## src/rtl/alu16.sv

```systemverilog
// 16-bit registered integer ALU for the MISC-V datapath: eight operations,
// result and NZCV-style status flags registered with one-cycle latency.
module alu16 #(
  parameter int unsigned WIDTH = 16
) (
  input  logic             CLK,
  input  logic             RST_N,
  input  logic [WIDTH-1:0] FirstInput,
  input  logic [WIDTH-1:0] SecondInput,
  input  logic [2:0]       ALUOp,
  output logic [WIDTH-1:0] OutputData,
  output logic             IsZero,
  output logic             IsNegative,
  output logic             Carry,
  output logic             Overflow
);

  localparam int unsigned SW = $clog2(WIDTH);

  typedef enum logic [2:0] {
    OP_NOP = 3'd0,
    OP_ADD = 3'd1,
    OP_SUB = 3'd2,
    OP_OR  = 3'd3,
    OP_AND = 3'd4,
    OP_XOR = 3'd5,
    OP_SHL = 3'd6,
    OP_SHR = 3'd7
  } alu_op_e;

  alu_op_e          op;
  logic [WIDTH-1:0] a;
  logic [WIDTH-1:0] b;

  logic [WIDTH:0]   add_full;
  logic [WIDTH:0]   sub_full;
  logic             add_ovf;
  logic             sub_ovf;

  logic             sh_neg;
  logic [WIDTH-1:0] sh_mag;
  logic             sh_big;
  logic [SW-1:0]    sh_amt;
  logic [WIDTH-1:0] sh_left;
  logic [WIDTH-1:0] sh_right;

  logic [WIDTH-1:0] result_d, result_q;
  logic             zero_d,   zero_q;
  logic             neg_d,    neg_q;
  logic             carry_d,  carry_q;
  logic             ovf_d,    ovf_q;

  assign op = alu_op_e'(ALUOp);
  assign a  = FirstInput;
  assign b  = SecondInput;

  // Subtraction as A + ~B + 1 so the carry-out is directly the NOT-borrow.
  always_comb begin
    add_full = {1'b0, a} + {1'b0, b};
    sub_full = {1'b0, a} + {1'b0, ~b} + (WIDTH+1)'(1);
    add_ovf  = (a[WIDTH-1] == b[WIDTH-1]) && (add_full[WIDTH-1] != a[WIDTH-1]);
    sub_ovf  = (a[WIDTH-1] != b[WIDTH-1]) && (sub_full[WIDTH-1] != a[WIDTH-1]);
  end

  // Magnitude of the signed shift amount; the most negative value negates to
  // itself, which read unsigned is still >= WIDTH and so saturates correctly.
  always_comb begin
    sh_neg   = b[WIDTH-1];
    sh_mag   = sh_neg ? (~b + WIDTH'(1)) : b;
    sh_big   = (32'(sh_mag) >= WIDTH);
    sh_amt   = sh_mag[SW-1:0];
    sh_left  = sh_big ? '0 : (a << sh_amt);
    sh_right = sh_big ? {WIDTH{a[WIDTH-1]}} : WIDTH'($signed(a) >>> sh_amt);
  end

  always_comb begin
    result_d = '0;
    carry_d  = 1'b0;
    ovf_d    = 1'b0;
    case (op)
      OP_NOP: result_d = '0;
      OP_ADD: begin
        result_d = add_full[WIDTH-1:0];
        carry_d  = add_full[WIDTH];
        ovf_d    = add_ovf;
      end
      OP_SUB: begin
        result_d = sub_full[WIDTH-1:0];
        carry_d  = sub_full[WIDTH];
        ovf_d    = sub_ovf;
      end
      OP_OR:  result_d = a | b;
      OP_AND: result_d = a & b;
      OP_XOR: result_d = a ^ b;
      OP_SHL: result_d = sh_neg ? sh_right : sh_left;
      OP_SHR: result_d = sh_neg ? sh_left : sh_right;
      default: result_d = '0;
    endcase
    zero_d = (result_d == '0);
    neg_d  = result_d[WIDTH-1];
  end

  always_ff @(posedge CLK or negedge RST_N) begin
    if (!RST_N) begin
      result_q <= '0;
      zero_q   <= 1'b1;
      neg_q    <= 1'b0;
      carry_q  <= 1'b0;
      ovf_q    <= 1'b0;
    end else begin
      result_q <= result_d;
      zero_q   <= zero_d;
      neg_q    <= neg_d;
      carry_q  <= carry_d;
      ovf_q    <= ovf_d;
    end
  end

  assign OutputData = result_q;
  assign IsZero     = zero_q;
  assign IsNegative = neg_q;
  assign Carry      = carry_q;
  assign Overflow   = ovf_q;

endmodule

```

## config.mk

```make
export PLATFORM = sky130hd
export DESIGN_NAME = alu16
export DESIGN_NICKNAME = d
export VERILOG_FILES = /design/src/rtl/alu16.sv
export SDC_FILE = /design/constraint.sdc
export NUM_CORES = 1
export LEC_CHECK = 0
export CORE_MARGIN = 5
export CORE_UTILIZATION = 40
export CTS_CLUSTER_DIAMETER = 150
export DETAILED_ROUTE_END_ITERATION = 10
export GPL_TIMING_DRIVEN = 0
export PLACE_DENSITY = 0.6
export SYNTH_ARGS = -nofsm -noshare
export SYNTH_HDL_FRONTEND = slang
export SYNTH_SLANG_ARGS = --single-unit
```

## constraint.sdc

```tcl
create_clock -name CLK -period 0.8 [get_ports CLK]
set_input_delay 0.16 -clock CLK [delete_from_list [all_inputs] [get_ports CLK]]
set_output_delay 0.16 -clock CLK [all_outputs]
set_load 0.02 [all_outputs]
```

==> flow_metrics.env, run 1 <==
export IMPL_status="finished with violations"
export IMPL_violations="setup timing"
export IMPL_syn_area_per_cell_um2=7.75
export IMPL_end_kind="flop"
export IMPL_min_path_type="primary input to asynchronous set/reset pin"
export IMPL_multi_input_area_um2=5050
export IMPL_setup_viol=39
export IMPL_path_buf_inv=1
export IMPL_critical_path_max_stage_delay_ns=0.55
export IMPL_hold_viol=0
export IMPL_antenna_found_initial=0
export IMPL_rsz0062_at_grt="yes"
export IMPL_worst_slack_ns=-2.36
export IMPL_grt_overflow_total=0
export IMPL_gp_congestion=0.989
export IMPL_fin_crit_sh_pct=395
export IMPL_wirelength_mm=22.4
export IMPL_dp_slack_ns=-3.95
export IMPL_portBuffers=56
export IMPL_crit_path_start_kind="primary input"
export IMPL_regArea_um2=477
export IMPL_htree_levels=1
export IMPL_slowest_stage="or4b_1"
export IMPL_worst_ep_arrival_time_ns=3.35
export IMPL_power_leakage_uw=0.00319
export IMPL_via_per_inst=6.46
export IMPL_cts_sinks=19
export IMPL_synth_edff_count=0
export IMPL_crit_type="primary input to flop"
export IMPL_first_pass_iters=5
export IMPL_nets=874
export IMPL_critical_path_startpoint="SecondInput[0]"
export IMPL_drive_above_1_share_pct=42.7
export IMPL_critPathTopFamily="simple AND/OR/NAND/NOR gates"
export IMPL_grt_total_usage_pct=29.1
export IMPL_ant_nets=0
export IMPL_placeableCoreArea_um2=12100
export IMPL_fmax_ghz=0.317
export IMPL_grt_pass1_wl_mm=33.6
export IMPL_ys_ff_latch=19
export IMPL_vias=6149
export IMPL_hold_buffers=0
export IMPL_drt_iter0_markers=590
export IMPL_cts_tree="done"
export IMPL_initial_core_util_pct=41.3
export IMPL_slew_viol_final=0
export IMPL_grt_pass1_vias=5780
export IMPL_drv_cap=0
export IMPL_wl_per_cell_um=23.5
export IMPL_final_core_util_pct=63.8
export IMPL_cp_cell_sequence="buf_16 > ha_4 > fa_2 > a211oi_4 > o21bai_1 > a21oi_2 > nor2_1 > or3_4 > a32o_1 > a2111o_1 > or4b_1 > nor4b_2 > and3_1"
export IMPL_synthesis_nets=734
export IMPL_num_rows=40
export IMPL_powerDensity_nw_per_um2=1050
export IMPL_nFillCells=1037
export IMPL_cts_made_buffers=3
export IMPL_max_slew_margin_rel_pct=48.8
export IMPL_route_detailed_drc=0
export IMPL_mostFrequentLayoutCell="buf_4"
export IMPL_tightestPinTransition_ns=0.767
export IMPL_dieArea_um2=14800
export IMPL_seq_area_frac_synth_pct=9.54
export IMPL_hpwl_mm=16.8
export IMPL_die_w_um=122
export IMPL_pwr_share_clk_pct=12.3
export IMPL_async_reset_ff_share_pct=100
export IMPL_ys_types=82
export IMPL_area_growth_pct=54.7
export IMPL_pwr_share_seq_pct=14.2
export IMPL_cts_buffer_depth=2
export IMPL_comb_power_share_pct=73.5
export IMPL_yosysWarningCount=0
export IMPL_p_int_uw=4490
export IMPL_ios=57
export IMPL_final_cell_mix="76 x buf_4, 48 x nor2_1, 43 x buf_6"
export IMPL_p_switching_uw=3660
export IMPL_cts_root_buf="clkbuf_16"
export IMPL_peakVddDrop_mv=0.616
export IMPL_worstPathMaxFanout=6
export IMPL_cp_required_ns=0.99
export IMPL_cts_clk_slew_worst_paths_ns=0.05
export IMPL_synth_area_um2=5000
export IMPL_synthFlopType="dfrtp_1"
export IMPL_p_sw_share_pct=44.9
export IMPL_diodes=0
export IMPL_fin_crit_ns=3.16
export IMPL_netlist_instances=645
export IMPL_fp_dieH_um=122
export IMPL_grt_max_degree=20
metal layers:
layer	track usage [%]	up-vias	part of all wire, %
met5	0	-	0
met2	46.2	316	45
met3	4.18	74	7.8
met1	40.0	3023	42
met4	11.6	0	5.1
li1	-	2736	-
Yosys cell counts (11+ instances only):
cell      number  share of area [%]
xnor2_1       11                1.9
nor3_1        17                1.7
o22ai_1       16                2.0
mux2i_1       25                5.0
a21oi_1       42                4.2
ha_1          50                 13
nor2_1        57                4.3
mux4_2        22                9.9
inv_1         43                3.2
nand3_1       23                2.3
nand2_1       44                3.3
a21o_1        12                1.8
o21ai_0       38                3.8
dfrtp_1       18                9.0
clkbuf_1      31                2.3
cell type report:
type / instances / share of cell area [%]
clock buffers: 4 / 1.02
inverters: 45 / 2.82
plain buffers: 40 / 5.28
multi-input cells: 537 / 65.3
flip-flops and latches: 19 / 6.17
well taps: 168 / 2.72
repair buffers: 139 / 16.7
stage by stage:
step	cells	setup TNS, ns	total power, uW	instance area (um2)	hold slack, ns
detailed placement	869	-70.91	5570	6010	0.659
global route	952	-35.06	8550	7730	0.166
global placement	869	-69.63	5560	6010	0.629
floorplan	645	-27.70	3950	5240	-0.136
CTS	929	-32.85	7660	7250	0.130
finish	952	-33.26	8140	7730	0.0640
kinds of logic (layout without fill, tap and decap cells):
kind of cell,Yosys count,count (layout),synth area share (%)
compound gates,217,217,30.3
xor+xnor,16,16,2.80
fa+ha+maj,52,52,13.3
buf+inv,89,228,7.11
flops,19,19,9.54
mux,51,51,16.1
simple gates,201,201,20.8
worst paths after layout:
| kind | slack, ns | endpoint | cells after the start |
|---|---|---|---|
| worst max-delay path | -2.36 | IsZero$_DFF_PN1_ | 13 |
| worst min-delay path | 0.06 | OutputData[13]$_DFF_PN0_ | 1 |
| max in group asynchronous | 0.25 | OutputData[5]$_DFF_PN0_ | 1 |
| min in group CLK | 0.56 | Carry$_DFF_PN0_ | 4 |
registers in the layout, summed over array words and instances, names as in the netlist:
register and flops:
IsZero 1, Carry 1, IsNegative 1, OutputData 15
Overflow 1
power by group through the flow:
| stage | Sequential, uW | Combinational, uW | Clock [uW] |
|---|---|---|---|
| detailed placement | 1140 | 4420 | 0 |
| finish | 1160 | 5990 | 998 |
| global route | 1170 | 6330 | 1050 |
| global placement | 1140 | 4420 | 0 |
| floorplan | 1320 | 2630 | 0 |
| CTS | 1160 | 5490 | 1010 |
repair_timing:
| item | in CTS | in global routing |
|---|---|---|
| buffers inserted | 59 | 31 |
| resized for setup | 423 | 92 |
| pin swaps | 45 | 44 |
| endpoints found under the setup margin | 58 | 57 |
Power figures use the tool's default switching activity.
==> run 2, diff against run 1 <==
Settings changed: CORE_ASPECT_RATIO set to 0.75.
==> run 2 against run 1 <==
The flow still finishes with violations (setup timing). Combinational power is essentially flat. Sequential cell count stayed put. Fmax decreased by 1.3%. Sequential power about the same. Global-route usage up 2.4 points. Via count increased by 2.7%. Cell area increased by 0.32%. Sequential share of layout area hardly changed. Core utilization fell by 0.58 points. Largest power group unchanged.
==> flow_metrics.env, run 2 (synthesis results as in run 1) <==
export IMPL_min_path_type="primary input to asynchronous set/reset pin"
export IMPL_pwr_share_clk_pct=11.9
export IMPL_first_pass_iters=7
export IMPL_power_leakage_uw=0.00320
export IMPL_tightestPinTransition_ns=0.740
export IMPL_wirelength_mm=24.1
export IMPL_worst_ep_arrival_time_ns=3.39
export IMPL_p_sw_share_pct=45.7
export IMPL_status="finished with violations"
export IMPL_cp_required_ns=0.98
export IMPL_place_area_um2=6010
export IMPL_cts_root_buf="clkbuf_16"
export IMPL_violations="setup timing"
export IMPL_end_kind="flop"
export IMPL_cts_tree="done"
export IMPL_cts_sinks=19
export IMPL_nFillCells=1045
export IMPL_cts_made_buffers=3
export IMPL_dieArea_um2=14800
export IMPL_grt_pass1_vias=6094
export IMPL_max_slew_margin_rel_pct=50.6
export IMPL_fin_crit_ns=3.20
export IMPL_diodes=0
export IMPL_pwr_share_seq_pct=14.3
export IMPL_fmax_ghz=0.312
export IMPL_p_int_uw=4400
export IMPL_cts_buffer_depth=2
export IMPL_peakVddDrop_mv=1.23
export IMPL_num_rows=35
export IMPL_grt_pass1_wl_mm=36.8
export IMPL_drive_above_1_share_pct=42.0
export IMPL_route_detailed_drc=0
export IMPL_crit_type="primary input to flop"
export IMPL_fin_cells=947
export IMPL_fin_crit_sh_pct=400
export IMPL_crit_path_start_kind="primary input"
export IMPL_rsz0062_at_grt="yes"
export IMPL_hpwl_mm=17.7
export IMPL_grt_total_usage_pct=31.5
export IMPL_mostFrequentLayoutCell="buf_4"
export IMPL_wl_per_cell_um=25.5
export IMPL_portBuffers=56
export IMPL_drt_iter0_markers=814
export IMPL_comb_power_share_pct=73.8
export IMPL_gp_congestion=1.01
export IMPL_vias=6314
export IMPL_powerDensity_nw_per_um2=1040
export IMPL_worst_slack_ns=-2.40
export IMPL_area_growth_pct=55.2
export IMPL_final_cell_mix="69 x buf_4, 50 x nor2_1, 41 x nand2_1"
export IMPL_drv_cap=0
export IMPL_slew_viol_final=0
export IMPL_grt_overflow_total=0
export IMPL_fp_dieH_um=107
export IMPL_p_switching_uw=3710
export IMPL_die_w_um=139
export IMPL_worstPathMaxFanout=5
export IMPL_placeableCoreArea_um2=12300
export IMPL_cts_clk_slew_worst_paths_ns=0.05
export IMPL_htree_levels=1
export IMPL_largest_register_ffs=15
export IMPL_hold_buffers=0
export IMPL_setup_viol=39
export IMPL_nets=871
export IMPL_fin_hold_ws_ns=0.0932
export IMPL_final_area_um2=7750
export IMPL_initial_core_util_pct=40.7
export IMPL_ant_nets=0
export IMPL_hold_viol=0
export IMPL_antenna_found_initial=0
export IMPL_grt_max_degree=20
export IMPL_ios=57
export IMPL_via_per_inst=6.67
export IMPL_place_inst=867
==> run 2: changes by cell type in the layout (fill, tap and decap cells not counted), moves of 3 or more <==
cell and delta:
buf_6 -3, clkbuf_4 +4, clkbuf_1 +5, o22ai_1 -3, nand2b_1 +3, o21ai_1 +4, buf_8 -3, o21ai_2 -4
buf_12 +8, buf_4 -7, xnor2_2 +3, o22ai_2 +3, clkbuf_8 +3, clkbuf_2 -9
==> run 2: worst max-delay path: stages <==
cell and delay (ns):
buf_12 0.11, buf_12 0.11, buf_8 0.10, nor3_4 0.03, buf_6 0.12, buf_4 0.14
a2111oi_4 0.29, o2bb2ai_1 0.24, and4_4 0.34, buf_6 0.12, a31oi_1 0.17, a2111o_1 0.46
or4b_4 0.56, nor4b_4 0.22, and3_1 0.19
==> run 2: worst max-delay path by stage <==
stage / start / end / depth (start not counted)
final: SecondInput[0] / IsZero$_DFF_PN1_ / 15
after global routing: SecondInput[0] / IsZero$_DFF_PN1_ / 15
after CTS: FirstInput[0] / IsZero$_DFF_PN1_ / 13
after detailed placement: SecondInput[0] / IsZero$_DFF_PN1_ / 15
after global placement: SecondInput[0] / IsZero$_DFF_PN1_ / 14
after floorplan: FirstInput[0] / IsZero$_DFF_PN1_ / 12
==> run 2: routing by layer <==
| metal | vias up | track usage (%) | share of wire [%] |
|---|---|---|---|
| li1 | 2732 | - | - |
| met4 | 0 | 10.1 | 4.0 |
| met3 | 77 | 6.02 | 12 |
| met5 | - | 0 | 0 |
| met1 | 3061 | 45.7 | 43 |
| met2 | 444 | 47.2 | 41 |
==> run 2: stage by stage <==
step / TNS, ns / setup slack, ns / util [%] / power (uW)
finish: -34.08 / -2.40 / 63.2 / 8100
global route: -35.97 / -2.47 / 63.2 / 8480
CTS: -32.63 / -2.37 / 61.1 / 7680
detailed placement: -68.94 / -3.91 / 49.0 / 5620
global placement: -68.27 / -3.85 / 49.0 / 5620
floorplan: -27.70 / -2.25 / - / 3950
==> run 2: layout make-up <==
class | instances | area (um2) | area share (%)
plain buffers | 40 | 397 | 5.11
clock buffers | 4 | 78.8 | 1.02
inverters | 45 | 214 | 2.76
multi-input cells | 537 | 5040 | 65.0
flip-flops and latches | 19 | 477 | 6.15
well taps | 166 | 208 | 2.68
repair buffers | 136 | 1340 | 17.2
==> run 2: timing repair <==
item,CTS,global route
gates resized for setup,466,41
endpoints found under the setup margin,58,39
setup buffers,70,11
pin swaps,51,25
==> run 2: power groups by stage <==
stage	clock, uW	combinational, uW	sequential (uW)
floorplan	0	2630	1320
global placement	0	4480	1140
detailed placement	0	4470	1140
CTS	985	5540	1160
global route	1060	6250	1170
finish	967	5980	1160
==> run 3, diff against run 2 <==
Settings changed: CORE_ASPECT_RATIO 0.75 to 1.75, CTS_CLUSTER_DIAMETER 150 to 100, PLACE_DENSITY 0.6 to unset, PLACE_DENSITY_LB_ADDON set to 0.25.
==> run 3 against run 2 <==
The run still ends with setup timing left. Via count decreased by 1.9%. Routed wire length decreased by 5.1%. Cell area decreased by 2.6%. Clock power increased by 4%. Highest routed layer unchanged. Cell count increased by 0.11%. Critical path depth increased by 1. Largest cell class unchanged. Sequential power about the same.
==> flow_metrics.env, run 3 (synthesis results as in run 1) <==
export IMPL_status="finished with violations"
export IMPL_violations="setup timing"
export IMPL_rsz0062_at_grt="yes"
export IMPL_die_w_um=94.5
export IMPL_place_inst=869
export IMPL_largest_register_ffs=15
export IMPL_grt_total_usage_pct=30.3
export IMPL_hold_viol=0
export IMPL_crit_path_start_kind="primary input"
export IMPL_cts_clk_slew_worst_paths_ns=0.05
export IMPL_dieArea_um2=14900
export IMPL_fin_crit_ns=3.15
export IMPL_wl_per_cell_um=24.2
export IMPL_grt_overflow_total=0
export IMPL_route_detailed_drc=0
export IMPL_fin_cells=948
export IMPL_fin_crit_sh_pct=394
export IMPL_diodes=0
export IMPL_mostFrequentLayoutCell="buf_4"
export IMPL_fp_dieH_um=158
export IMPL_ant_nets=0
export IMPL_drv_cap=0
export IMPL_wirelength_mm=22.9
export IMPL_power_leakage_uw=0.00315
export IMPL_cts_root_buf="clkbuf_16"
export IMPL_vias=6191
export IMPL_cts_sinks=19
export IMPL_final_cell_mix="72 x buf_4, 49 x nor2_1, 43 x nand2_1"
export IMPL_nets=870
export IMPL_grt_pass1_wl_mm=34.8
export IMPL_cts_buffer_depth=2
export IMPL_tightestPinTransition_ns=0.747
export IMPL_ios=57
export IMPL_worstPathMaxFanout=3
export IMPL_drive_above_1_share_pct=40.8
export IMPL_max_slew_margin_rel_pct=50.2
export IMPL_antenna_found_initial=0
export IMPL_htree_levels=1
export IMPL_slew_viol_final=0
export IMPL_drt_iter0_markers=574
export IMPL_min_path_type="primary input to asynchronous set/reset pin"
export IMPL_grt_pass1_vias=6224
export IMPL_cp_required_ns=0.99
export IMPL_worst_ep_arrival_time_ns=3.35
export IMPL_crit_type="primary input to flop"
export IMPL_hpwl_mm=17.0
export IMPL_powerDensity_nw_per_um2=1070
export IMPL_setup_viol=39
export IMPL_worst_slack_ns=-2.35
export IMPL_fmax_ghz=0.317
export IMPL_area_growth_pct=51.1
export IMPL_placeableCoreArea_um2=12400
export IMPL_fin_hold_ws_ns=0.0870
export IMPL_end_kind="flop"
export IMPL_initial_core_util_pct=40.4
export IMPL_first_pass_iters=5
export IMPL_gp_congestion=1.05
export IMPL_hold_buffers=0
export IMPL_portBuffers=56
export IMPL_grt_max_degree=20
export IMPL_peakVddDrop_mv=0.609
export IMPL_cts_made_buffers=3
export IMPL_cts_tree="done"
export IMPL_num_rows=54
export IMPL_via_per_inst=6.53
[run 3: cell count changes in the layout (fill, tap and decap cells not counted), sizes merged]
cell           before  now
clkdlybuf4s50       2    5
clkdlybuf4s15       5    3
dlygate4sd2         7    5
clkbuf             35   34
clkinv              0    1
clkinvlp            2    3
inv                43   42
[run 3: per-layer routing]
metal	vias to the layer above	global-route usage (%)	share of wire, %
li1	2722	-	-
met1	2971	33.8	36
met2	362	52.4	48
met3	136	1.81	5.4
met4	0	24.6	11
met5	-	0	0
[run 3: critical path: stages]
cell	delay [ns]
buf_12	0.11
buf_12	0.12
inv_12	0.04
ha_4	0.12
inv_2	0.04
fa_2	0.38
nor2b_4	0.15
o311ai_4	0.31
a2111o_1	0.27
nand3b_1	0.12
a221o_1	0.34
o21ai_2	0.09
nand4_1	0.18
or3_1	0.46
nor4b_4	0.26
and3_1	0.18
[run 3: stage by stage]
step / TNS [ns] / area (um2) / setup WS (ns) / util [%] / power (uW)
2_1_floorplan: -27.70 / 5240 / -2.25 / - / 3950
3_3_place_gp: -68.73 / 6010 / -3.89 / 48.6 / 5510
3_5_place_dp: -69.14 / 6010 / -3.81 / 48.6 / 5560
4_1_cts: -32.45 / 7270 / -2.41 / 58.8 / 7700
5_1_grt: -34.93 / 7550 / -2.44 / 61.1 / 8410
6_report: -33.25 / 7550 / -2.35 / 61.1 / 8040
[run 3: report_power, final]
part	leakage, uW	total, uW	internal, uW	switching (uW)
sequential	0.000230	1150	1100	59.6
combinational	0.00288	5880	2670	3210
clock	0.0000409	1010	669	339
[run 3: area by class of cell]
| cell class | count | area, um2 |
|---|---|---|
| Inverter | 45 | 213 |
| Fill cell | 1139 | 4810 |
| Timing Repair Buffer | 136 | 1300 |
| Clock buffer | 3 | 75.1 |
| Tap cell | 168 | 210 |
| Clock inverter | 1 | 5.00 |
| Sequential cell | 19 | 477 |
| Buffer | 39 | 400 |
| Multi-Input combinational cell | 537 | 4870 |
[run 3: final timing paths]
check	from	end	slack (ns)	depth (start not counted)
max	FirstInput[0]	IsZero$_DFF_PN1_	-2.35	16
min	RST_N	OutputData[8]$_DFF_PN0_	0.09	1
max in group asynchronous	RST_N	OutputData[0]$_DFF_PN0_	0.25	1
min in group CLK	SecondInput[15]	Carry$_DFF_PN0_	0.40	4
[run 3: what timing repair did]
action / 4_1_cts / 5_1_grt
pin swaps: 53 / 27
gates cloned: 1 / 0
endpoints found under the setup margin: 58 / 39
buffers inserted: 66 / 19
resized for setup: 432 / 46
==> RTL edit: new RTL, flow settings as in run 3 <==
`WIDTH`: 16 -> 64.
--- a/src/rtl/alu16.sv
+++ b/src/rtl/alu16.sv
@@ -3,3 +3,3 @@
 module alu16 #(
-  parameter int unsigned WIDTH = 16
+  parameter int unsigned WIDTH = 64
 ) (
Ports: changed (resized FirstInput, OutputData and SecondInput); port bits go from 57 to 201. The function was not compared with the original's and may differ.
==> RTL edit against run 3 <==
- the run now fails in 5_1_grt
- synthesized area grew to 4.6 times the old value
==> RTL edit: results (changes against run 3) <==
| Metric | Value |
|---|---|
| Status | did not finish (was finished, violations left) |
| Exit stage | 5_1_grt |
| First Error | [ERROR GRT-0116] Global routing finished with congestion. Check the congestion regions in the DRC Viewer. |
| Vias in the first global route | 36,300 |
| GRT Total Usage | 67.7% |
| First-pass GRT wire length | 302,000 um |
| Number of buffers created by CTS | 9 (was 3) |
| Cell area after placement | 0.0268 sq mm (was 0.00601 sq mm) |
| Final weighted congestion in routability-driven placement | 1.19 (was 1.05) |
| Async set-reset flop share out of synthesis | 100% (unchanged) |
| Netlist cell types | 86 (was 82) |
| Yosys warns | 0 (unchanged) |
| Num rows | 116 (was 54) |
| Largest net degree at the start of global routing | 68 |
| # H-tree levels | 3 (was 1) |
| Synth top cells by count | nor2_1, a21oi_1, nand2_1, mux2i_1, inv_1 (was nor2_1, ha_1, nand2_1, inv_1, a21oi_1) |
| HPWL Detailed | 150,000 um (was 17,000 um) |
| Dpl cells | 4,217 (was 869) |
| Sequential fraction of the synthesis area | 7.24% (was 9.54%) |
| Cells after Synth | 3,244 (was 645) |
| Total congestion overflow | 55 |
| Port Buf Inserts | 200 (was 56) |
| Ys flop type | dfrtp_1 (unchanged) |
| Net count after synthesis | 3,573 (was 734) |
| Clock sink count | 67 (was 19) |
| Largest cells by area after synthesis | ha_1, mux2i_1, mux4_2 (was ha_1, mux4_2, dfrtp_1) |
## RTL edit: cells by family after synthesis
kind of cell / share of synthesized area [%]
adders and majority gates: 10.6
and+or+nand+nor: 21.4
xor gates and xnor gates: 1.40
muxes: 20.4
DFF: 7.24
AOI/OAI and AO/OA: 31.3
buffers and inverters: 7.59
## RTL edit: per-stage QoR
stage	setup TNS (ns)	setup WS [ns]	hold slack [ns]	util, %
after floorplan	-207.50	-3.82	-0.136	-
after global placement	-659.49	-9.53	1.02	46.6
after detailed placement	-479.06	-9.52	0.330	46.7
after CTS	-277.34	-4.79	-0.0823	53.6
## RTL edit: timing repair
| item | 4_1_cts |
|---|---|
| endpoints found under the setup margin | 135 |
| setup buffers | 175 |
| cloned | 2 |
| pin swaps | 89 |
| endpoints found under the hold margin | 66 |
| resized for setup | 756 |
## RTL edit: metal layers
| metal | track usage [%] | GRT overflow |
|---|---|---|
| met4 | 71.2 | 25 |
| met1 | 67.1 | 0 |
| met3 | 48.4 | 0 |
| met2 | 85.9 | 30 |
| met5 | 12.0 | 0 |
